`src/rtl/trap_pkg.sv`:
```
// trap_pkg: types and constants shared by the trap sequencer.
//   trap_state_e : sequencer state encoding (also exported on the debug port)
//   CAUSE_*      : mcause code values for the handled exceptions/interrupts
//   CAUSE_W_DEF  : default cause-code width (mcause code field)
package trap_pkg;

  localparam int CAUSE_W_DEF = 6;

  typedef enum logic [1:0] {
    ST_IDLE    = 2'd0,
    ST_ARMED   = 2'd1,
    ST_TAKE    = 2'd2,
    ST_HANDLER = 2'd3
  } trap_state_e;

  // Synchronous exception codes
  localparam int CAUSE_ILLEGAL = 2;
  localparam int CAUSE_EBREAK  = 3;
  localparam int CAUSE_ECALL_M = 11;

  // Machine interrupt codes
  localparam int CAUSE_MSI = 3;
  localparam int CAUSE_MTI = 7;
  localparam int CAUSE_MEI = 11;

endpackage

```
`src/rtl/trap_prio_enc.sv`:
```
// trap_prio_enc: combinational priority encoder for trap causes.
//   Inputs : exception requests (illegal, ebreak, ecall) and already-gated
//            interrupt requests (external, software, timer).
//   Outputs: any    - some request is present
//            is_int - the winning request is an interrupt
//            cause  - mcause code of the winner
//   Any exception beats any interrupt.
//   Exceptions  : illegal > ebreak > ecall.
//   Interrupts  : external > software > timer.
module trap_prio_enc
  import trap_pkg::*;
#(
  parameter int CAUSE_W = CAUSE_W_DEF
) (
  input  logic               exc_illegal,
  input  logic               exc_ebreak,
  input  logic               exc_ecall,
  input  logic               int_mei,
  input  logic               int_msi,
  input  logic               int_mti,
  output logic               any,
  output logic               is_int,
  output logic [CAUSE_W-1:0] cause
);

  always_comb begin
    any    = 1'b1;
    is_int = 1'b0;
    cause  = '0;
    if (exc_illegal) begin
      cause = CAUSE_W'(CAUSE_ILLEGAL);
    end else if (exc_ebreak) begin
      cause = CAUSE_W'(CAUSE_EBREAK);
    end else if (exc_ecall) begin
      cause = CAUSE_W'(CAUSE_ECALL_M);
    end else if (int_mei) begin
      is_int = 1'b1;
      cause  = CAUSE_W'(CAUSE_MEI);
    end else if (int_msi) begin
      is_int = 1'b1;
      cause  = CAUSE_W'(CAUSE_MSI);
    end else if (int_mti) begin
      is_int = 1'b1;
      cause  = CAUSE_W'(CAUSE_MTI);
    end else begin
      any = 1'b0;
    end
  end

endmodule

```
`src/rtl/trap_ctrl.sv`:
```
// trap_ctrl: trap sequencer in front of the CSR array.
//   Arbitrates EX-stage exceptions against gated machine interrupts, waits
//   for the pipeline's PC-state window before taking an interrupt, issues a
//   one-cycle trap_take strobe with a held cause, and tracks handler
//   residency until mret.
// Ports:
//   clk, rst_n                      clock, synchronous active-low reset
//   g_interrupt/frc_cntr_val_leq/
//   sw_interrupt                    level interrupt sources
//   csr_rmie/meie/mtie/msie         mstatus.MIE and mie enables
//   illegal_ops_ex/cmd_ecall_ex/
//   cmd_ebreak_ex/cmd_mret_ex       EX-stage instruction events
//   cpu_stat_before_exec            pipeline in PC state (interrupt window)
//   trap_take                       one-cycle trap entry strobe
//   trap_is_int, trap_cause         latched cause, changes only entering TAKE
//   in_handler                      trap taken, mret not yet executed
//   drain_req                       ARMED too long, pipeline asked to drain
//   double_fault                    sticky fault flag (TRAP_DOUBLE_FAULT_EN)
//   dbg_state                       current sequencer state
// Optional feature macro: TRAP_DOUBLE_FAULT_EN. When defined, an exception
// inside the handler sets a sticky double_fault and all further traps are
// ignored until reset; otherwise it re-enters TAKE and double_fault is 0.
module trap_ctrl
  import trap_pkg::*;
#(
  parameter int CAUSE_W = CAUSE_W_DEF,
  parameter int ARM_TMO = 16,
  parameter int TMO_W   = 8
) (
  input  logic               clk,
  input  logic               rst_n,
  input  logic               g_interrupt,
  input  logic               frc_cntr_val_leq,
  input  logic               sw_interrupt,
  input  logic               csr_rmie,
  input  logic               csr_meie,
  input  logic               csr_mtie,
  input  logic               csr_msie,
  input  logic               illegal_ops_ex,
  input  logic               cmd_ecall_ex,
  input  logic               cmd_ebreak_ex,
  input  logic               cmd_mret_ex,
  input  logic               cpu_stat_before_exec,
  output logic               trap_take,
  output logic               trap_is_int,
  output logic [CAUSE_W-1:0] trap_cause,
  output logic               in_handler,
  output logic               drain_req,
  output logic               double_fault,
  output trap_state_e        dbg_state
);

  localparam logic [TMO_W-1:0] TMO_MAX = TMO_W'(ARM_TMO);

  trap_state_e        state_q, state_d;
  logic [TMO_W-1:0]   cnt_q, cnt_d;
  logic [CAUSE_W-1:0] cause_q, cause_d;
  logic               is_int_q, is_int_d;
  logic               drain_q, drain_d;
  logic               df_active;

  logic               int_mei, int_msi, int_mti;
  logic               exc, int_ok, exc_g, int_g;
  logic               enc_any, enc_is_int;
  logic [CAUSE_W-1:0] enc_cause;

  assign int_mei = csr_rmie & g_interrupt      & csr_meie;
  assign int_msi = csr_rmie & sw_interrupt     & csr_msie;
  assign int_mti = csr_rmie & frc_cntr_val_leq & csr_mtie;
  assign int_ok  = int_mei | int_msi | int_mti;
  assign exc     = illegal_ops_ex | cmd_ecall_ex | cmd_ebreak_ex;

  // A latched double fault silences every trap source.
  assign exc_g = exc    & ~df_active;
  assign int_g = int_ok & ~df_active;

  trap_prio_enc #(.CAUSE_W(CAUSE_W)) u_prio (
    .exc_illegal (illegal_ops_ex),
    .exc_ebreak  (cmd_ebreak_ex),
    .exc_ecall   (cmd_ecall_ex),
    .int_mei     (int_mei),
    .int_msi     (int_msi),
    .int_mti     (int_mti),
    .any         (enc_any),
    .is_int      (enc_is_int),
    .cause       (enc_cause)
  );

`ifdef TRAP_DOUBLE_FAULT_EN
  logic df_q, df_d;
  assign df_active = df_q;
`else
  assign df_active = 1'b0;
`endif

  always_comb begin
    state_d  = state_q;
    cnt_d    = cnt_q;
    cause_d  = cause_q;
    is_int_d = is_int_q;
`ifdef TRAP_DOUBLE_FAULT_EN
    df_d     = df_q;
`endif
    unique case (state_q)
      ST_IDLE: begin
        if (exc_g) begin
          state_d = ST_TAKE;
        end else if (int_g) begin
          state_d = ST_ARMED;
          cnt_d   = '0;
        end
      end
      ST_ARMED: begin
        if (exc_g) begin
          state_d = ST_TAKE;
        end else if (!int_g) begin
          state_d = ST_IDLE;
        end else if (cpu_stat_before_exec) begin
          state_d = ST_TAKE;
        end else if (cnt_q != TMO_MAX) begin
          cnt_d = cnt_q + TMO_W'(1);
        end
      end
      ST_TAKE: begin
        state_d = ST_HANDLER;
      end
      ST_HANDLER: begin
        // Interrupts are not considered here; only exceptions and mret.
        if (exc_g) begin
`ifdef TRAP_DOUBLE_FAULT_EN
          df_d    = 1'b1;
          state_d = ST_IDLE;
`else
          state_d = ST_TAKE;
`endif
        end else if (cmd_mret_ex) begin
          state_d = ST_IDLE;
        end
      end
      default: state_d = ST_IDLE;
    endcase

    // Cause is captured only on entry to TAKE; the encoder already gives
    // exceptions precedence, and in ARMED-with-window no exception exists.
    if (state_d == ST_TAKE && state_q != ST_TAKE && enc_any) begin
      cause_d  = enc_cause;
      is_int_d = enc_is_int;
    end

    drain_d = (state_d == ST_ARMED) && (cnt_d == TMO_MAX);
  end

  always_ff @(posedge clk) begin
    if (!rst_n) begin
      state_q  <= ST_IDLE;
      cnt_q    <= '0;
      cause_q  <= '0;
      is_int_q <= 1'b0;
      drain_q  <= 1'b0;
`ifdef TRAP_DOUBLE_FAULT_EN
      df_q     <= 1'b0;
`endif
    end else begin
      state_q  <= state_d;
      cnt_q    <= cnt_d;
      cause_q  <= cause_d;
      is_int_q <= is_int_d;
      drain_q  <= drain_d;
`ifdef TRAP_DOUBLE_FAULT_EN
      df_q     <= df_d;
`endif
    end
  end

  assign trap_take    = (state_q == ST_TAKE);
  assign in_handler   = (state_q == ST_HANDLER);
  assign trap_cause   = cause_q;
  assign trap_is_int  = is_int_q;
  assign drain_req    = drain_q;
  assign double_fault = df_active;
  assign dbg_state    = state_q;

endmodule

```
`config.mk`:
```
export PLATFORM = sky130hd
export DESIGN_NAME = trap_ctrl
export DESIGN_NICKNAME = d
export VERILOG_FILES = /design/src/rtl/trap_pkg.sv /design/src/rtl/trap_prio_enc.sv /design/src/rtl/trap_ctrl.sv
export SDC_FILE = /design/constraint.sdc
export NUM_CORES = 1
export LEC_CHECK = 0
export ABC_CLOCK_PERIOD_IN_PS = 4000
export BUFFER_PORTS_ARGS = -buffer_cell sky130_fd_sc_hd__buf_2
export CORE_MARGIN = 8
export CORE_UTILIZATION = 45
export CTS_BUF_LIST = sky130_fd_sc_hd__clkbuf_16
export DETAILED_ROUTE_END_ITERATION = 8
export MAX_ROUTING_LAYER = met4
export PLACE_DENSITY = 0.69
export SETUP_SLACK_MARGIN = 0.4
export SYNTH_ARGS = -nofsm -noshare
export SYNTH_HDL_FRONTEND = slang
export SYNTH_SLANG_ARGS = --single-unit
```
`constraint.sdc`:
```
create_clock -name clk -period 4 [get_ports clk]
set_input_delay 0.8 -clock clk [delete_from_list [all_inputs] [get_ports clk]]
set_output_delay 0.8 -clock clk [all_outputs]
set_load 0.01 [all_outputs]
```
==> reports/results.ini <==
[run_status]
outcome=finished clean

[yosys]
synthTopCellsByArea=dfxtp_1 (30%), o21ai_0 (4.6%), nor2_1 (4.5%)
synth_cell_types=50
async_reset_ff_frac=0
synth.most_common_cell=dfxtp_1
netlist_instances=132
synth_edf_count=0
synth_commonest_cells=dfxtp_1 (16), nor2_1 (13), o21ai_0 (10), a21oi_1 (8), nand2_1 (7)
synth_seq_cells=16
yosysSeqAreaShare=0.295
yosys.area.top_type_share=0.295
avgSynthCellArea_um2=8.22
synth-main-ff-cell=dfxtp_1
yosys.area.top_type=dfxtp_1
syn_area_um2=1080
yosysWarnings=0

[floorplan]
coreArea_um2=2250
ios=27
start_util=0.481
die_area_um2=4240
rows=17
die_h_um=65.1
fp.dieW_um=65.1

[route]
viasPerCell=5.91
wire_per_inst_um=15.1
drt_wl_total_um=2730
dr.first_iter.drc_count=53
ant_nets=0
vias=1070
drc_errors=0
drtPass1Iterations=5

[power_and_ir_drop]
power_mw=0.414
power-per-cell-area_nw_per_um2=326
peakVddDrop_mv=0.248
leakage_nw=0.504

[final_layout]
instances_no_fill=181
diodes=0
syn2layout_area_growth_pct=16.8
fillCellCount=236
drive_gt1_frac=0.261
fin_area_um2=1270
final_nets=170

[clock_tree]
cts.path.max_buffers=2
clkLatencyLatePin_ps=240
hold_buffers=0
path_clk_slew_ps=50
cts_made_buffers=3
cts_tree=done
htreeDepth=1
cts-root-buf=clkbuf_16
cts_resized=0
cts_sinks=16
postCtsSetupRepairBufs=0

[sta]
period_minus_slack_ps=2620
max_freq_mhz=382
setup_tns_ps=0
rsz0062_at_grt=false
post-route-period-util=0.655
setup_violations=0
worst_pin_slew_ps=612
slew_headroom=0.591
hold_slack_ps=473
hold_viol_final=0
finClkSkew_ps=6.53
maxSlewViolCount=0

[grt]
antenna_found_initial=0
grt_first_pass_wirelength_um=4600
grt_max_degree=16
track_usage=0.135
first_global_vias=1075
gr-total-overflow=0

[worst_hold_path]
hp-class=flop to flop

[critical_path]
required_ps=4160
cp.arrival_ps=2780
criticalPathCategory=input pin to flop
crit_path_max_fanout=13
startpoint_type=input pin
end_kind=flop

[placement]
hpwl_um=2050
place.gp.congestion=0.977
numPlacedInstances=177
port_buffers=23
postPlaceCellArea_um2=1190

[flow_run]
max_cap_viol_count=0

cells by family after synthesis:
group / synth area share
AOI/OAI and AO/OA: 0.279
and+or+nand+nor: 0.294
other: 0.00346
DFF: 0.295
muxes: 0.0277
buffers and inverters: 0.0773
adders and majority gates: 0.0231
layout make-up:
type	count	area [um2]	share of cell area
Multi-Input combinational cell	103	688	0.543
Sequential cell	16	320	0.253
Timing Repair Buffer	24	123	0.0967
Clock buffer	3	75.1	0.0592
Tap cell	28	35.0	0.0276
Inverter	6	22.5	0.0178
Clock inverter	1	3.75	0.00296
critical path: stages:
cell and delay [ps]:
buf_2 180, or4b_2 620, o211ai_1 530, o21ai_0 160, a21o_2 250, nor4b_2 240
stage by stage:
| step | setup slack (ps) | utilization |
|---|---|---|
| 2_1_floorplan | 1360 | - |
| 3_3_place_gp | 1210 | 0.527 |
| 3_5_place_dp | 1170 | 0.527 |
| 4_1_cts | 1430 | 0.562 |
| 5_1_grt | 1280 | 0.562 |
| 6_report | 1380 | 0.562 |
cell usage in the layout, fill, tap and decap left out, types with 2 or more instances in the layout:
cell | netlist | routed
buf_2 | 1 | 23
inv_1 | 6 | 6
dfxtp_1 | 16 | 16
nor2_1 | 13 | 13
clkbuf_16 | 0 | 3
or2_2 | 2 | 2
ha_1 | 2 | 2
or4b_1 | 2 | 2
a21o_2 | 3 | 3
a31oi_1 | 2 | 2
a21o_1 | 2 | 2
nand2_1 | 7 | 7
a21oi_1 | 8 | 8
nand2b_1 | 3 | 3
nor4_1 | 3 | 3
o21ai_0 | 10 | 10
o2111ai_1 | 2 | 2
nor3_1 | 4 | 4
nand3_1 | 6 | 6
nand4b_1 | 2 | 2
conb_1 | 1 | 3
mux2i_1 | 3 | 3
per-layer routing:
metal / up-vias / global-route usage / wire length, um
li1: 537 / - / -
met1: 496 / 0.155 / 1280
met4: 0 / 0.0463 / 15
met2: 35 / 0.230 / 1300
met3: 2 / 0.0271 / 135
met5: - / - / 0
power by group:
| group | internal, mW | leakage [nW] | switching, mW |
|---|---|---|---|
| sequential | 0.164 | 0.130 | 0.00612 |
| clock | 0.133 | 0.0385 | 0.0624 |
| combinational | 0.0198 | 0.335 | 0.0291 |
| total | 0.316 | 0.504 | 0.0977 |
flip-flops by register name (all words and copies together), names as in the netlist:
register / cells
trap_is_int: 1
dbg_state: 2
cnt_q: 8
trap_cause: 4
drain_req: 1
final timing paths:
kind,from,end,cells after the start,slack (ps)
min,trap_cause[1],trap_cause[1],2,470
max reg2reg,cnt_q[0],drain_req,7,1500
max,cpu_stat_before_exec,drain_req,6,1380
min reg2reg,trap_cause[1],trap_cause[1],2,470
Note: power is estimated with default switching activity, not from simulation.
